### src/rtl/shared_unit_arbiter_if.sv
// shared_unit_arbiter_if: requester and shared-unit signals; master = requester/unit side, slave = arbiter
interface shared_unit_arbiter_if #(
  parameter int wd   = 4,
  parameter int nreq = 4,
  parameter int idw  = (nreq > 2) ? $clog2(nreq) : 1
);
  logic [nreq-1:0]    req;
  logic [nreq*wd-1:0] din;
  logic [nreq-1:0]    ack;
  logic [wd-1:0]      dout;
  logic [idw-1:0]     grant_id;
  logic               busy;
  logic [wd-1:0]      unit_in;
  logic               unit_vld;
  logic [wd-1:0]      unit_out;
  modport master (output req, din, unit_out, input ack, dout, grant_id, busy, unit_in, unit_vld);
  modport slave  (input req, din, unit_out, output ack, dout, grant_id, busy, unit_in, unit_vld);
endinterface

### src/rtl/shared_unit_arbiter.sv
// shared_unit_arbiter: round-robin sharing of one lat-cycle pipelined unit among nreq requesters
// ports: clk, rst_n (async active-low); bus.slave carries req/din/ack/dout/grant_id/busy and unit_in/unit_vld/unit_out
module shared_unit_arbiter #(
  parameter int wd   = 4,
  parameter int nreq = 4,
  parameter int lat  = 2
) (
  input logic clk,
  input logic rst_n,
  shared_unit_arbiter_if.slave bus
);
  localparam int idw = (nreq > 2) ? $clog2(nreq) : 1;
  localparam int cw  = (lat > 1) ? $clog2(lat) : 1;
  typedef enum logic [1:0] {IDLE, ISSUE, WAIT, DONE} state_t;
  state_t          state_q, state_d;
  logic [idw-1:0]  ptr_q, ptr_d, grant_q, grant_d, win;
  logic [cw-1:0]   cnt_q, cnt_d;
  logic [wd-1:0]   unit_in_q, unit_in_d, dout_q, dout_d;
  logic [nreq-1:0] ack_q, ack_d;
  logic            vld_q, vld_d, busy_q, busy_d;
  // scan downward so the closest set bit at or above ptr wins last
  always_comb begin
    win = ptr_q;
    for (int k = nreq - 1; k >= 0; k--)
      if (bus.req[(int'(ptr_q) + k) % nreq]) win = idw'((int'(ptr_q) + k) % nreq);
  end
  always_comb begin
    state_d   = state_q;
    ptr_d     = ptr_q;
    grant_d   = grant_q;
    cnt_d     = cnt_q;
    unit_in_d = unit_in_q;
    dout_d    = dout_q;
    ack_d     = '0;
    vld_d     = 1'b0;
    busy_d    = busy_q;
    unique case (state_q)
      IDLE: if (|bus.req) begin
        grant_d   = win;
        unit_in_d = bus.din[win*wd +: wd];
        vld_d     = 1'b1;
        busy_d    = 1'b1;
        state_d   = ISSUE;
      end
      ISSUE: begin
        cnt_d   = cw'(lat - 1);
        state_d = WAIT;
      end
      WAIT: if (cnt_q == '0) begin
        dout_d  = bus.unit_out;
        ack_d   = {{(nreq-1){1'b0}}, 1'b1} << grant_q;
        state_d = DONE;
      end else cnt_d = cnt_q - 1'b1;
      DONE: begin
        ptr_d   = (grant_q == idw'(nreq - 1)) ? '0 : grant_q + 1'b1;
        busy_d  = 1'b0;
        state_d = IDLE;
      end
      default: state_d = IDLE;
    endcase
  end
  always_ff @(posedge clk or negedge rst_n)
    if (!rst_n) begin
      state_q   <= IDLE;
      ptr_q     <= '0;
      grant_q   <= '0;
      cnt_q     <= '0;
      unit_in_q <= '0;
      dout_q    <= '0;
      ack_q     <= '0;
      vld_q     <= 1'b0;
      busy_q    <= 1'b0;
    end else begin
      state_q   <= state_d;
      ptr_q     <= ptr_d;
      grant_q   <= grant_d;
      cnt_q     <= cnt_d;
      unit_in_q <= unit_in_d;
      dout_q    <= dout_d;
      ack_q     <= ack_d;
      vld_q     <= vld_d;
      busy_q    <= busy_d;
    end
  assign bus.ack      = ack_q;
  assign bus.dout     = dout_q;
  assign bus.grant_id = grant_q;
  assign bus.busy     = busy_q;
  assign bus.unit_in  = unit_in_q;
  assign bus.unit_vld = vld_q;
endmodule
### src/flat_wrapper.sv
// flat-port wrapper written by rule: the top's interface ports become plain ports
module shared_unit_arbiter_flat 
#(
  parameter int wd   = 4,
  parameter int nreq = 4,
  parameter int lat  = 2
)
  (clk, rst_n, bus_req, bus_din, bus_unit_out, bus_ack, bus_dout, bus_grant_id, bus_busy, bus_unit_in, bus_unit_vld);
  shared_unit_arbiter_if #(.wd(wd), .nreq(nreq)) bus_i ();
  input logic clk;
  input logic rst_n;
  input wire logic [$bits(bus_i.req)-1:0] bus_req;
  input wire logic [$bits(bus_i.din)-1:0] bus_din;
  input wire logic [$bits(bus_i.unit_out)-1:0] bus_unit_out;
  output wire logic [$bits(bus_i.ack)-1:0] bus_ack;
  output wire logic [$bits(bus_i.dout)-1:0] bus_dout;
  output wire logic [$bits(bus_i.grant_id)-1:0] bus_grant_id;
  output wire logic [$bits(bus_i.busy)-1:0] bus_busy;
  output wire logic [$bits(bus_i.unit_in)-1:0] bus_unit_in;
  output wire logic [$bits(bus_i.unit_vld)-1:0] bus_unit_vld;
  assign bus_i.req = bus_req;
  assign bus_i.din = bus_din;
  assign bus_i.unit_out = bus_unit_out;
  assign bus_ack = bus_i.ack;
  assign bus_dout = bus_i.dout;
  assign bus_grant_id = bus_i.grant_id;
  assign bus_busy = bus_i.busy;
  assign bus_unit_in = bus_i.unit_in;
  assign bus_unit_vld = bus_i.unit_vld;
  shared_unit_arbiter #(.wd(wd), .nreq(nreq), .lat(lat)) u_core (.clk(clk), .rst_n(rst_n), .bus(bus_i));
endmodule
### config.mk
export PLATFORM = sky130hd
export DESIGN_NAME = shared_unit_arbiter_flat
export DESIGN_NICKNAME = d
export VERILOG_FILES = /design/src/rtl/shared_unit_arbiter_if.sv /design/src/rtl/shared_unit_arbiter.sv /design/src/flat_wrapper.sv
export SDC_FILE = /design/constraint.sdc
export NUM_CORES = 1
export LEC_CHECK = 0
export ABC_AREA = 1
export ABC_CLOCK_PERIOD_IN_PS = 2200
export BUFFER_PORTS_ARGS = -buffer_cell sky130_fd_sc_hd__buf_2
export CORE_MARGIN = 1.5
export CORE_UTILIZATION = 49
export CTS_CLUSTER_DIAMETER = 120
export DETAILED_ROUTE_END_ITERATION = 10
export GPL_TIMING_DRIVEN = 0
export PLACE_DENSITY = 0.78
export SLEW_MARGIN = 20
export SYNTH_ARGS = -nofsm -noshare
export SYNTH_HDL_FRONTEND = slang
export SYNTH_SLANG_ARGS = --single-unit
### constraint.sdc
create_clock -name clk -period 2.2 [get_ports clk]
set_clock_uncertainty 0.2 [all_clocks]
set_input_delay 0.44 -clock clk [delete_from_list [all_inputs] [get_ports clk]]
set_output_delay 0.44 -clock clk [all_outputs]
set_load 0.005 [all_outputs]
==> results of run 1 <==
[critical path, stage by stage (launching register included)]
cell and delay, ns:
dfrtp_1 0.39, buf_6 0.15, inv_6 0.08, nand2_1 0.05, nand2_1 0.08, nand2_1 0.08, nand2_1 0.08, inv_2 0.05
nand2_1 0.06, nand2_1 0.06, a21boi_1 0.31, nand3_1 0.12, nand3_1 0.09, nand2_1 0.06
[how the worst max path moves through the flow]
stage | to | startpoint | slack (ns)
floorplan | u_core.bus.unit_in[0] | u_core.ptr_q[0] | 0.50
global placement | u_core.bus.unit_in[1] | bus_req[1] | 0.30
detailed placement | u_core.bus.unit_in[0] | bus_req[1] | 0.22
CTS | u_core.bus.unit_in[0] | u_core.ptr_q[0] | 0.23
global route | u_core.bus.unit_in[1] | u_core.ptr_q[0] | 0.06
finish | u_core.bus.unit_in[0] | u_core.ptr_q[0] | 0.24
[metrics by stage]
| step | instance area (um2) | util | hold WS (ns) | total power [mW] |
|---|---|---|---|---|
| after floorplan | 1260 | - | -0.0556 | 1.68 |
| after global placement | 1500 | 0.611 | 0.204 | 1.99 |
| after detailed placement | 1500 | 0.611 | 0.214 | 2.07 |
| after CTS | 1540 | 0.626 | 0.157 | 2.26 |
| after global routing | 1540 | 0.626 | 0.148 | 2.51 |
| final | 1540 | 0.626 | 0.159 | 2.24 |
[metal layers]
layer | up-vias | track usage | share of wire
met5 | - | 0 | 0
met4 | 0 | 0.115 | 0.014
met3 | 6 | 0.0222 | 0.044
met2 | 37 | 0.374 | 0.50
met1 | 549 | 0.268 | 0.44
li1 | 601 | - | -
[state kept, by name, indices dropped and copies added, names as in the netlist]
register             count
u_core.bus.unit_vld      1
u_core.bus.dout          4
u_core.ptr_q             2
u_core.bus.grant_id      2
u_core.state_q           2
u_core.bus.busy          1
u_core.bus.ack           4
u_core.cnt_q             1
u_core.bus.unit_in       4
[cell families after synthesis]
kind of cell | after synthesis | synth area share
adders and majority gates | 8 | 0.0797
and+or+nand+nor | 92 | 0.335
DFF | 21 | 0.418
AOI/OAI and AO/OA | 12 | 0.0528
buffers and inverters | 23 | 0.0787
muxes | 4 | 0.0359
[placed cells by master (no fill, tap or decap), drive strengths merged]
cell / n
a21boi: 1
a21oi: 1
buf: 42
clkbuf: 3
clkinv: 1
dfrtp: 21
dlygate4sd3: 1
ha: 8
inv: 22
mux2: 4
nand2: 59
nand3: 26
nor2: 6
nor4: 1
o21ai: 10
[cell type report]
| cell class | count | area, um2 |
|---|---|---|
| fill | 227 | 918 |
| multi-input combinational | 116 | 632 |
| sequential | 21 | 526 |
| timing repair buffer | 42 | 215 |
| inverter | 22 | 87.6 |
| tap | 30 | 37.5 |
| clock buffer | 3 | 22.5 |
| buffer | 1 | 11.3 |
| clock inverter | 1 | 5.00 |
[power by group through the flow]
stage | sequential, mW | clock [mW] | combinational, mW
floorplan | 0.675 | 0 | 1.01
global placement | 0.668 | 0 | 1.33
detailed placement | 0.680 | 0 | 1.39
CTS | 0.672 | 0.186 | 1.40
global route | 0.695 | 0.207 | 1.60
finish | 0.670 | 0.181 | 1.39
[repair_timing]
| item | 4_1_cts | 5_1_grt |
|---|---|---|
| hold buffers | 1 | 0 |
| setup buffers | 0 | 0 |
| endpoints found under the hold margin | 21 | 0 |
==> impl_metrics.py, run 1 <==
metrics = {
    "critical_path": {
        "crit_arrival_ns": 1.96,
        "rr_startpoint": "u_core.ptr_q[0]",
        "rr_worst_depth": 13,
        "start_kind": "flip-flop",
        "required_ns": 2.20,
        "reg2reg_to": "u_core.bus.unit_in[0]",
        "setup.worst_path.end_class": "flip-flop",
        "reg2reg_slack_ns": 0.24,
        "cp_max_fo": 9,
        "worstSetupPathType": "reg2reg",
    },
    "grt": {
        "grt_pass1_wl_um": 4620,
        "grt_pass1_vias": 1145,
        "grt_max_degree": 22,
        "grt_usage": 0.217,
        "overflow": 0,
        "antenna_found_initial": 0,
    },
    "hold_path": {
        "holdPathStages": 2,
        "hp-start": "bus_unit_out[0]",
        "hp-class": "in2reg",
        "min_to": "u_core.bus.dout[0]",
    },
    "logic_synthesis": {
        "yosys-top-cells-count": "54 x nand2_1, 25 x nand3_1, 21 x dfrtp_1, 18 x inv_1, 9 x o21ai_0",
        "ys_seq_elements": 21,
        "seq_area_frac_synth": 0.418,
        "synth_ff_type": "dfrtp_1",
        "ys_warn_count": 0,
        "synth_area_leaders": "dfrtp_1 42%, nand2_1 16%, nand3_1 10%",
        "syn_inst": 160,
        "avgSynthCellArea_um2": 7.85,
        "synth_cell_type_count": 18,
        "synth_edf_count": 0,
        "syn_area_mm2": 0.00126,
        "synth_top_area_cell": "dfrtp_1",
        "async_flop_share": 1.00,
        "yosysMostFrequentCell": "nand2_1",
        "synth_nets": 194,
        "synth_top_area_frac": 0.418,
    },
    "cells_and_area": {
        "drive_above_1_share": 0.296,
        "syn_to_final_growth_pct": 22.3,
        "layout.cells.non_filler": 236,
        "finish.net_count": 241,
        "diodes": 0,
    },
    "route": {
        "drt-total-wl_um": 2690,
        "num_vias": 1193,
        "antenna_left": 0,
        "firstDrtPassIters": 4,
        "drtIter0Drc": 21,
        "wl_per_cell_um": 11.4,
        "post-route-drc-count": 0,
        "routed_via_density": 5.06,
    },
    "power_and_ir_drop": {
        "max-vdd-ir-drop_v": 0.00100,
        "p_clk_frac": 0.081,
        "switchingPower_mw": 1.08,
        "p_int_mw": 1.16,
        "comb_power_share": 0.620,
        "p_per_area_mw_per_mm2": 1460,
        "seqPwrFrac": 0.299,
        "leakage_nw": 0.874,
        "switching_share": 0.483,
    },
    "run": {
        "cap_violations": 0,
    },
    "placement": {
        "hpwl_um": 2160,
        "port_buffers": 41,
        "dp.cells": 231,
        "dp_slack_ns": 0.221,
        "gp_congestion": 0.784,
    },
    "floorplan": {
        "die-area_mm2": 0.00288,
        "die_w_um": 53.6,
        "start_util": 0.512,
        "rows": 18,
        "ios": 42,
        "coreArea_mm2": 0.00245,
        "die_h_um": 53.6,
    },
    "clocking": {
        "clock_latency_ns": 0.30,
        "cts_tree": "yes",
        "clock-sinks": 21,
        "h-tree-depth": 1,
        "clk_pin_slew_ns": 0.12,
        "numCtsBuffers": 3,
        "ctsResizeCount": 0,
        "clockRootBuffer": "clkbuf_4",
        "clockBufferDepth": 2,
    },
    "timing": {
        "setup_viol": 0,
        "post-route-period-util": 0.891,
        "slew_headroom": 0.643,
        "hold_viol_final": 0,
        "rsz0062_at_grt": "no",
        "fin_ws_ns": 0.241,
        "maxSlewViolCount": 0,
        "max_freq_ghz": 0.510,
        "worst_slew_pin_slew_ns": 0.534,
        "finalSetupTns_ns": 0,
        "fin_crit_ns": 1.96,
    },
    "outcome": {
        "status": "finished clean",
    },
}
Note: power is estimated with default switching activity, not from simulation.
==> inputs of run 2 (changes only) <==
==> constraint.sdc (replaced) <==
create_clock -name clk -period 2.2 [get_ports clk]
set_clock_uncertainty 0.2 [all_clocks]
set_input_delay 0.22 -clock clk [delete_from_list [all_inputs] [get_ports clk]]
set_output_delay 0.22 -clock clk [all_outputs]
set_load 0.005 [all_outputs]
==> impl_metrics.py, run 2 (same netlist as run 1, synthesis figures left out) <==
metrics = {
    "cells_and_area": {
        "mostFrequentLayoutCell": "nand2_1",
        "diodes": 0,
        "drive_above_1_share": 0.290,
        "layout_common_cells": "54 x nand2_1, 41 x buf_2, 25 x nand3_1",
        "syn_to_final_growth_pct": 25.5,
        "finish.net_count": 245,
        "utilization": 0.642,
    },
    "route": {
        "num_vias": 1210,
        "firstDrtPassIters": 4,
        "antenna_left": 0,
        "wl_per_cell_um": 11.4,
        "drtIter0Drc": 20,
        "routed_via_density": 5.04,
        "drt-total-wl_um": 2730,
        "post-route-drc-count": 0,
    },
    "critical_path": {
        "cp_max_fo": 9,
        "cp_cell_sequence": "buf_6 > inv_6 > nand2_1 > nand2_1 > nand2_1 > nand2_1 > inv_2 > nand2_1 > nand2_1 > a21boi_1 > nand3_1 > nand3_1 > nand2_1",
        "cpPeakStageDelay_ns": 0.39,
        "worstSetupPathType": "reg2reg",
        "setup.worst_path.end_class": "flip-flop",
        "start_kind": "flip-flop",
        "crit_slowest_cell": "dfrtp_1",
        "worst-path-buf-inv": 3,
        "required_ns": 2.20,
        "cp_common_cell": "nand2_1",
        "cp_top_family": "simple AND/OR/NAND/NOR gates",
        "crit_arrival_ns": 1.96,
    },
    "floorplan": {
        "die_w_um": 53.6,
        "die_h_um": 53.6,
        "die-area_mm2": 0.00288,
        "rows": 18,
        "start_util": 0.512,
        "ios": 42,
        "coreArea_mm2": 0.00245,
    },
    "timing": {
        "finalSetupTns_ns": 0,
        "fin_crit_ns": 1.96,
        "maxSlewViolCount": 0,
        "worst_slew_pin_slew_ns": 0.534,
        "setup_viol": 0,
        "post-route-period-util": 0.892,
        "hold_viol_final": 0,
        "slew_headroom": 0.643,
        "rsz0062_at_grt": "no",
        "max_freq_ghz": 0.510,
    },
    "clocking": {
        "clock_latency_ns": 0.30,
        "clockRootBuffer": "clkbuf_4",
        "clk_pin_slew_ns": 0.12,
        "cts_tree": "yes",
        "cts_setup_buffers": 0,
        "clock-sinks": 21,
        "numCtsBuffers": 3,
        "h-tree-depth": 1,
        "clockBufferDepth": 2,
    },
    "placement": {
        "hpwl_um": 2160,
        "gp_congestion": 0.784,
        "port_buffers": 41,
    },
    "power_and_ir_drop": {
        "p_clk_frac": 0.080,
        "p_int_mw": 1.16,
        "p_per_area_mw_per_mm2": 1420,
        "seqPwrFrac": 0.298,
        "switchingPower_mw": 1.08,
        "leakage_nw": 0.891,
        "power_mw": 2.25,
        "switching_share": 0.482,
        "comb_power_share": 0.621,
        "max-vdd-ir-drop_v": 0.00100,
    },
    "grt": {
        "busiest_layer": "met2",
        "grt_pass1_wl_um": 4720,
        "grt_max_degree": 22,
        "overflow": 0,
        "use_met1": 0.268,
        "antenna_found_initial": 0,
        "grtUsageMet2": 0.391,
        "grt_use_met3": 0.0222,
        "grt_pass1_vias": 1177,
        "grt_usage": 0.222,
    },
    "run": {
        "cap_violations": 0,
    },
    "outcome": {
        "status": "finished clean",
    },
    "hold_path": {
        "hp-class": "in2reg",
    },
}
==> run 2: cell types whose count changed in the layout (fill, tap and decap cells not counted) <==
cell / change
dlygate4sd3_1: +4
==> run 2: cell type report <==
type | count | area (um2)
plain buffers | 1 | 11.3
clock buffers | 3 | 22.5
clock inverters | 1 | 5.00
fillers | 217 | 878
inverters | 22 | 87.6
multi-input cells | 116 | 632
flip-flops and latches | 21 | 526
well taps | 30 | 37.5
repair buffers | 46 | 255
==> run 2: repair_timing <==
item / 4_1_cts / 5_1_grt
hold buffers: 5 / 0
resized for setup: 0 / 0
hold endpoints to repair: 25 / 0
==> run 2: worst paths after layout <==
path | from | endpoint | slack (ns) | cells after the start
hold / removal | bus_din[14] | u_core.bus.unit_in[2] | 0.04 | 5
hold reg to reg | u_core.bus.unit_in[3] | u_core.bus.unit_in[3] | 0.30 | 2
max in group asynchronous | rst_n | u_core.bus.unit_vld | 1.30 | 2
min in group asynchronous | rst_n | u_core.bus.dout[3] | 0.18 | 2
setup reg to reg | u_core.ptr_q[0] | u_core.bus.unit_in[0] | 0.24 | 13
setup / recovery | u_core.ptr_q[0] | u_core.bus.unit_in[0] | 0.24 | 13
==> run 2: power groups by stage <==
stage	Clock (mW)	Sequential (mW)	Combinational, mW
4_1_cts	0.186	0.672	1.41
2_1_floorplan	0	0.675	1.01
3_5_place_dp	0	0.680	1.39
6_report	0.180	0.670	1.40
5_1_grt	0.207	0.696	1.61
3_3_place_gp	0	0.668	1.33
==> run 2: worst reg2reg max path: cells and delay by family (launching register included) <==
kind | cells | cell delay (ns)
and+or+nand+nor | 9 | 0.68
DFF | 1 | 0.39
AOI/OAI and AO/OA | 1 | 0.31
buffers and inverters | 3 | 0.29
==> run 2: routing by layer <==
| layer | routed length (um) | vias up | part of all wire |
|---|---|---|---|
| li1 | - | 608 | - |
| met1 | 1180 | 556 | 0.43 |
| met2 | 1390 | 40 | 0.51 |
| met3 | 119 | 6 | 0.044 |
| met4 | 38 | 0 | 0.014 |
| met5 | 0 | - | 0 |
==> run 2: stage by stage <==
| stage | worst slack, ns | cells | area (um2) | hold WS [ns] |
|---|---|---|---|---|
| after global placement | 0.332 | 231 | 1500 | -0.0162 |
| after floorplan | 0.504 | 160 | 1260 | -0.276 |
| after detailed placement | 0.247 | 231 | 1500 | -0.00585 |
| final | 0.238 | 240 | 1580 | 0.0419 |
| after global routing | 0.0630 | 240 | 1580 | 0.0709 |
| after CTS | 0.233 | 240 | 1580 | 0.0409 |
